`src/rtl/connect4_pkg.sv`:
```
// Shared Connect-4 board constants, player/state encodings and cell indexing.
package connect4_pkg;

    localparam int NUM_COLS  = 7;
    localparam int NUM_ROWS  = 6;
    localparam int NUM_CELLS = NUM_ROWS * NUM_COLS;

    typedef enum logic {
        P1 = 1'b0,
        P2 = 1'b1
    } player_t;

    typedef enum logic [1:0] {
        IDLE = 2'd0,
        FALL = 2'd1,
        LAND = 2'd2
    } state_t;

    function automatic logic [5:0] cell_idx(input logic [2:0] row, input logic [2:0] col);
        return 6'(int'(row) * NUM_COLS + int'(col));
    endfunction

endpackage

```
`src/rtl/drop_tick_timer.sv`:
```
// Free-running divide-by-FALL_TICKS counter with clear/enable and a one-cycle tick.
module drop_tick_timer #(
    parameter int FALL_TICKS = 5000000,
    parameter int TICK_W     = 23
) (
    input  logic clk,
    input  logic reset,
    input  logic clear,
    input  logic enable,
    output logic tick
);

    localparam logic [TICK_W-1:0] LAST = TICK_W'(FALL_TICKS - 1);

    logic [TICK_W-1:0] cnt;

    // Tick fires on the terminal count so the wrap and the row step share a cycle.
    assign tick = enable && (cnt == LAST);

    always_ff @(posedge clk) begin
        if (reset || clear) begin
            cnt <= '0;
        end else if (enable) begin
            cnt <= tick ? '0 : cnt + 1'b1;
        end
    end

endmodule

```
`src/rtl/piece_drop_controller.sv`:
```
// Accepts column drops, animates the falling piece row by row and commits it to the board.
module piece_drop_controller
    import connect4_pkg::*;
#(
    parameter int FALL_TICKS = 5000000,
    parameter int TICK_W     = 23
) (
    input  logic        clk,
    input  logic        reset,
    input  logic        drop,
    input  logic [2:0]  col,
    output logic        busy,
    output logic        falling_valid,
    output logic [2:0]  falling_row,
    output logic [2:0]  falling_col,
    output logic        placed,
    output logic        reject,
    output logic [2:0]  last_row,
    output logic [2:0]  last_col,
    output logic        player,
    output logic [41:0] occupied,
    output logic [41:0] owner,
    output logic        board_full
);

    state_t                         state;
    logic [NUM_COLS-1:0][2:0]       height;
    logic [5:0]                     count;
    logic                           tick;
    logic                           timer_en;
    logic                           col_bad;
    logic [2:0]                     land_h;

    assign timer_en      = (state == FALL);
    assign busy          = (state != IDLE);
    assign falling_valid = (state == FALL);
    assign board_full    = (count == 6'(NUM_CELLS));

    drop_tick_timer #(
        .FALL_TICKS(FALL_TICKS),
        .TICK_W    (TICK_W)
    ) u_tick (
        .clk   (clk),
        .reset (reset),
        .clear (!timer_en),
        .enable(timer_en),
        .tick  (tick)
    );

    // Column 7 matches no entry, so it stays flagged as bad.
    always_comb begin
        col_bad = 1'b1;
        land_h  = '0;
        for (int c = 0; c < NUM_COLS; c++) begin
            if (col == 3'(c)) begin
                col_bad = (height[c] == 3'(NUM_ROWS));
            end
            if (falling_col == 3'(c)) begin
                land_h = height[c];
            end
        end
    end

    always_ff @(posedge clk) begin
        if (reset) begin
            state       <= IDLE;
            height      <= '0;
            occupied    <= '0;
            owner       <= '0;
            last_row    <= '0;
            last_col    <= '0;
            player      <= P1;
            count       <= '0;
            placed      <= 1'b0;
            reject      <= 1'b0;
            falling_row <= '0;
            falling_col <= '0;
        end else begin
            placed <= 1'b0;
            reject <= 1'b0;
            case (state)
                IDLE: begin
                    if (drop) begin
                        if (col_bad) begin
                            reject <= 1'b1;
                        end else begin
                            state       <= FALL;
                            falling_row <= 3'(NUM_ROWS - 1);
                            falling_col <= col;
                        end
                    end
                end
                FALL: begin
                    if (tick) begin
                        if (falling_row == land_h) begin
                            state  <= LAND;
                            placed <= 1'b1;
                        end else begin
                            falling_row <= falling_row - 1'b1;
                        end
                    end
                end
                LAND: begin
                    occupied[cell_idx(falling_row, falling_col)] <= 1'b1;
                    owner[cell_idx(falling_row, falling_col)]    <= player;
                    for (int c = 0; c < NUM_COLS; c++) begin
                        if (falling_col == 3'(c) && height[c] != 3'(NUM_ROWS)) begin
                            height[c] <= height[c] + 1'b1;
                        end
                    end
                    last_row <= falling_row;
                    last_col <= falling_col;
                    player   <= ~player;
                    if (count != 6'(NUM_CELLS)) begin
                        count <= count + 1'b1;
                    end
                    state <= IDLE;
                end
                default: state <= IDLE;
            endcase
        end
    end

endmodule

```
`config.mk`:
```
export PLATFORM = sky130hd
export DESIGN_NAME = piece_drop_controller
export DESIGN_NICKNAME = d
export VERILOG_FILES = /design/src/rtl/connect4_pkg.sv /design/src/rtl/drop_tick_timer.sv /design/src/rtl/piece_drop_controller.sv
export SDC_FILE = /design/constraint.sdc
export NUM_CORES = 1
export LEC_CHECK = 0
export BUFFER_PORTS_ARGS = -buffer_cell sky130_fd_sc_hd__buf_2
export CAP_MARGIN = 30
export CORE_ASPECT_RATIO = 1.4
export CORE_UTILIZATION = 35
export CTS_BUF_LIST = sky130_fd_sc_hd__clkbuf_8
export CTS_CLUSTER_DIAMETER = 60
export CTS_CLUSTER_SIZE = 30
export DETAILED_ROUTE_END_ITERATION = 6
export GPL_ROUTABILITY_DRIVEN = 0
export PLACE_DENSITY = 0.62
export SYNTH_ARGS = -nofsm -noshare
export SYNTH_HDL_FRONTEND = slang
export SYNTH_SLANG_ARGS = --single-unit
```
`constraint.sdc`:
```
create_clock -name clk -period 4.2 [get_ports clk]
set_clock_uncertainty 0.2 [all_clocks]
set_input_delay 0.84 -clock clk [delete_from_list [all_inputs] [get_ports clk]]
set_output_delay 0.84 -clock clk [all_outputs]
set_load 0.02 [all_outputs]
```
### Word-level counts from Yosys, hierarchy flattened

Index checks and enable logic that the tools add are counted.

* flip-flop bits (word level): 151
* bits in latches: 0
* bits in writable memories: 0
* bits in read-only memories: 0
* word-level logic and storage cells: 136
* memories kept: 0

* $add $sub $neg: 11
* multipliers: 1
* divide/modulo/power cells: 0
* order comparisons: 2
* eq/ne operators: 37
* shift-type cells: 0
* muxes and demuxes: 30
* bitwise logic cells: 7
* reduce and logical (&&, ||, !) cells: 29

Operator list (number)
* 42-bit bitwise mux: 1
* 42-bit OR: 1
* 3-bit == test, second input constant: 13
* 3-bit two-way mux: 11
* 23-bit by 1-bit adder with 23-bit output, second input constant: 1
* 23-bit == test, second input constant: 1
* 23-bit two-way mux: 1
* 3-bit by 1-bit adder with 3-bit output, second input constant: 7
* 3-bit != test, second input constant: 7
* 2-bit AND reduction: 8
* 3-bit by 2-bit == test with 1-bit output, second input constant: 4
* 1-bit two-way mux: 10
* 1-bit logical AND: 9
* 2-bit two-way mux: 4
* 6-bit by 7-bit < comparator with 1-bit output, second input constant: 1
* 6-bit by 1-bit adder with 6-bit output, second input constant: 1
* 6-bit by 3-bit adder with 6-bit output: 1
* 1-bit demux with 6-bit select: 1
* 3-bit by 1-bit == test with 1-bit output, second input constant: 2
* 6-bit == test, second input constant: 1
* 6-bit by 1-bit greater-or-equal comparator with 1-bit output, second input constant: 1
* 3-bit logical NOT: 2
* 3-bit by 3-bit multiplier with 6-bit output, second input constant: 1
* 2-bit != test, second input constant: 3
* 17 further kinds: 25

### Logic depth before layout (Yosys ltp)

* depth in word-level cells: 12
* mapped depth: 12
* gate-level depth less buffers: 11

### Hierarchy

A second synthesis with hierarchy kept.

* cell total of the unflattened synthesis: 762
* area, all modules: 6852.8 um^2

By module, submodules not included
* piece_drop_controller: times used 1, cells an instance 636, area each 5711.7 um^2, seq. area each 2562.5 um^2
* drop_tick_timer: times used 1, cells an instance 126, area each 1141.1 um^2, seq. area each 460.4 um^2

### Worst setup path before layout

OpenSTA, ideal clock, no wires.

* kind: flip-flop to flip-flop
* start point: reg falling_row[1]
* end point: reg owner[34]
* setup time: 0.128 ns
* arrival time: 3.571 ns
* required time: 3.872 ns
* setup slack: 0.302 ns
* stages on the path, launching flop included: 11
* buffers on the path: 1
* cell sequence: dfxtp_1 -> fa_1 -> fa_1 -> fa_1 -> a21o_1 -> a21oi_1 -> xor2_1 -> buf_2 -> nor4_1 -> mux2i_1 -> nor2_1

* word-level cells in the longest chain between the ends: 7
* elaborated cells on any way between the ends: 8
* classes of those cells: add/sub (1); mul (1); order compare (2); mux (3); reduce/logical (1)

Ends and longest elaborated chain
* start: declaration: line piece_drop_controller.sv:14 `output logic [2:0] falling_row,`
* start signal: assignment: line piece_drop_controller.sv:88 `falling_row <= 3'(NUM_ROWS - 1);`
* start signal: assignment: line piece_drop_controller.sv:99 `falling_row <= falling_row - 1'b1;`
* 3-bit by 3-bit multiplier with 6-bit output (*): line connect4_pkg.sv:20 `return 6'(int'(row) * NUM_COLS + int'(col));`
* 6-bit by 3-bit adder with 6-bit output (*): line connect4_pkg.sv:20
* 6-bit by 7-bit < comparator with 1-bit output (implied by the code) or 6-bit by 1-bit greater-or-equal comparator with 1-bit output (tied branches): line piece_drop_controller.sv:105 `owner[cell_idx(falling_row, falling_col)] <= player;`
* 1-bit logical AND (implied by the code): line piece_drop_controller.sv:105
* 1-bit two-way mux (implied by the code): line piece_drop_controller.sv:105
* 1-bit demux with 6-bit select (*): line piece_drop_controller.sv:105
* 42-bit bitwise mux (*): line piece_drop_controller.sv:105
* end signal: indexed assignment: line piece_drop_controller.sv:105
* end: declaration: line piece_drop_controller.sv:22 `output logic [41:0] owner,`

Mark *: on every way between the ends. The rest lies on a longest branch, timed or not.
A chain may end at the register's enable or synchronous reset.

### Worst setup path after layout

* start point: reg falling_row[1]
* end point: reg owner[36]

The elaborated chain is that of the path after synthesis.

==> results.py <==
metrics = {
    "setup_path": {
        "required_ns": 4.31,
        "start_kind": "flop",
        "arrival_ns": 4.04,
        "critPathSlowestCell": "fa_1",
        "critPathMaxStageDelay_ns": 0.52,
        "r2r_slack_ns": 0.27,
        "crit_type": "reg2reg",
        "crit_fanout": 24,
        "endpoint_kind": "flop",
        "path_cells": "fa_1, fa_1, fa_1, a21o_1, a21oi_1, xor2_2, buf_4, nor4_1, mux2i_1, nor2_1",
        "path_buf_inv": 1,
        "crit_top_cell": "fa_1",
        "cp_top_family": "adder cells",
    },
    "sta": {
        "hold_viol_final": 0,
        "slew_viol_final": 0,
        "grt_setup_unrepaired": "false",
        "hold_ws_ns": 0.243,
        "slew_headroom_pct": 31.5,
        "fin_crit_ns": 3.93,
        "min_period_over_period_pct": 93.7,
        "setup_viol": 0,
        "max_freq_ghz": 0.254,
        "final.setup.worst_slack_ns": 0.265,
        "setup_tns_ns": 0,
        "worstMarginPinSlew_ns": 1.02,
    },
    "clocking": {
        "clk_latency_ns": 0.45,
        "htreeDepth": 4,
        "post_cts_buffers": 0,
        "cts_buffers": 17,
        "cts.sinks": 151,
        "cts_root_buffer": "clkbuf_8",
        "clock_path_buffers": 2,
        "cts_tree": "done",
        "clkTransAtPathRegs_ns": 0.07,
    },
    "route": {
        "wl_per_cell_um": 14.9,
        "antenna_left": 0,
        "dr_total_vias": 5565,
        "drc": 0,
        "drt_wl_total_um": 16800,
        "drt_iter0_drc": 303,
        "first_pass_iters": 5,
        "viasPerCell": 4.96,
    },
    "yosys": {
        "yosys.area_share.simple_pct": 21.1,
        "synth_nets": 801,
        "synth_compound_area_share_pct": 10.2,
        "yosysTopAreaCell": "dfxtp_1",
        "synthAdderAreaFrac_pct": 6.40,
        "synth_edf_count": 0,
        "synth.cell_area_sq_um": 6730,
        "seq_area_frac_synth_pct": 44.9,
        "synth_top_area_share_pct": 44.9,
        "ys_warn_count": 0,
        "synth_flop_cell": "dfxtp_1",
        "async_flop_share_pct": 0,
        "synth_xor_area_share_pct": 6.08,
        "synth_top_family_by_area": "simple AND/OR/NAND/NOR gates",
        "synthTopCellsByArea": "dfxtp_1, nor2_1, ha_1",
        "ys_types": 56,
        "yosys-mux-area-fraction_pct": 6.10,
        "postSynthCellCount": 763,
        "syn_avg_cell_area_sq_um": 8.82,
        "ys_ff_latch": 151,
    },
    "place": {
        "place_worst_setup_slack_ns": 0.112,
        "place_hpwl_um": 12100,
        "port_buffers": 107,
        "post_dp_cell_area_sq_um": 7540,
    },
    "status": {
        "status": "completed",
    },
    "pwr": {
        "p_per_area_nw_per_um2": 350,
        "power.share.clock_pct": 37.4,
        "power.switching_uw": 757,
        "power.internal_uw": 2010,
        "pwr-share-comb_pct": 10.4,
        "switching_share_pct": 27.3,
        "power_frac_seq_pct": 52.2,
        "p_leak_uw": 0.00327,
        "irDropWorstVdd_v": 0.000172,
    },
    "global_routing": {
        "grtUsageTotal_pct": 17.2,
        "grt_pass1_wl_um": 26800,
        "grt_max_degree": 65,
        "grt_pass1_vias": 5244,
        "grt.overflow.total": 0,
        "antenna_found_initial": 0,
    },
    "floorplanning": {
        "start_util_pct": 36.0,
        "coreArea_sq_um": 18700,
        "num_io_pins": 108,
        "die_w_um": 119,
        "die_area_sq_um": 19800,
        "die_h_um": 166,
        "rows": 59,
    },
    "job": {
        "maxCapViolations": 0,
    },
    "finish": {
        "fin_nets": 903,
        "num_antenna_cells": 0,
        "fin_area_sq_um": 7930,
        "syn_to_final_growth_pct": 17.8,
        "final_common_cell": "dfxtp_1",
        "drive_gt1_share_pct": 19.8,
        "final_cell_mix": "dfxtp_1, nor2_1, buf_2",
    },
    "hold_path": {
        "hold_class": "reg2reg",
    },
}
[registers in the layout, indices dropped and copies added (netlist names), 2 cells and up]
signal,cells
u_tick.cnt,23
state,2
last_row,3
height,21
falling_row,3
occupied,42
owner,42
count,6
last_col,3
falling_col,3
[layout make-up]
| cell class | instances | area, sq um |
|---|---|---|
| fillers | 1902 | 10800 |
| flip-flops and latches | 151 | 3020 |
| inverters | 46 | 173 |
| multi-input cells | 524 | 3390 |
| well taps | 244 | 305 |
| clock inverters | 12 | 104 |
| clock buffers | 19 | 262 |
| repair buffers | 125 | 673 |
[timing repair]
action / CTS / global route
hold buffers: 0 / 0
hold endpoints to repair: 0 / 0
resized for setup: 0 / 3
endpoints found under the setup margin: 0 / 15
[worst register-to-register path: cells and delay by family (launching register included)]
family                   cells  cell delay (ns)
flip-flops                   1             0.47
multiplexers                 1             0.24
buffers and inverters        1             0.23
AND/OR/NAND/NOR              2             0.55
AO/OA/AOI/OAI                2             0.50
XOR/XNOR                     1             0.10
adder cells (fa/ha/maj)      3             1.51
[per-stage QoR]
step | utilization, % | total power, uW | instances
after floorplan | - | 1690 | 763
after global placement | 40.4 | 1760 | 1090
after detailed placement | 40.4 | 1760 | 1090
after CTS | 42.3 | 2810 | 1121
after global routing | 42.4 | 2890 | 1121
final | 42.4 | 2770 | 1121
[per-layer routing]
metal	wire length (um)	part of all wire (%)	up-vias	GRT usage (%)
li1	-	-	2812	-
met2	8320	50	129	29.1
met5	0	0	-	0
met3	716	4.3	28	4.29
met1	7220	43	2596	20.0
met4	501	3.0	0	8.48
[synthesized netlist by cell type, types with 3 or more instances]
library cell and count:
o21ai_1 13, and3_1 4, dfxtp_1 151, mux2i_1 32, ha_1 28, nand4_1 32, nor3_1 16, o21ai_0 12
nand2b_1 7, a211oi_1 5, buf_2 12, o21a_1 8, or3_1 7, nand3_1 31, nor4_1 12, xnor2_1 22
clkbuf_1 29, and4_1 3, a21oi_1 60, xor2_1 21, inv_1 44, nand2_1 46, fa_1 4, nor2_1 117
nor2b_1 4
[logic make-up (layout without fill, tap and decap cells)]
| family | Yosys count | in the layout |
|---|---|---|
| adder cells (fa/ha/maj) | 32 | 32 |
| AO/OA/AOI/OAI | 116 | 116 |
| AND/OR/NAND/NOR | 294 | 294 |
| flip-flops | 151 | 151 |
| XOR/XNOR | 45 | 45 |
| multiplexers | 37 | 37 |
| buffers and inverters | 88 | 202 |
[final timing paths]
check / from / cells past startpoint / to
hold / removal: occupied[23] / 2 / occupied[23]
setup / recovery: falling_row[1] / 10 / owner[36]
setup reg to reg: falling_row[1] / 10 / owner[36]
hold reg to reg: occupied[23] / 2 / occupied[23]
[power groups by stage]
| stage | logic (uW) | clock network, uW | registers, uW |
|---|---|---|---|
| floorplan | 200 | 0 | 1490 |
| global route | 315 | 1120 | 1450 |
| CTS | 284 | 1070 | 1450 |
| global placement | 281 | 0 | 1480 |
| detailed placement | 283 | 0 | 1480 |
| finish | 288 | 1040 | 1450 |
Power figures use the tool's default switching activity.
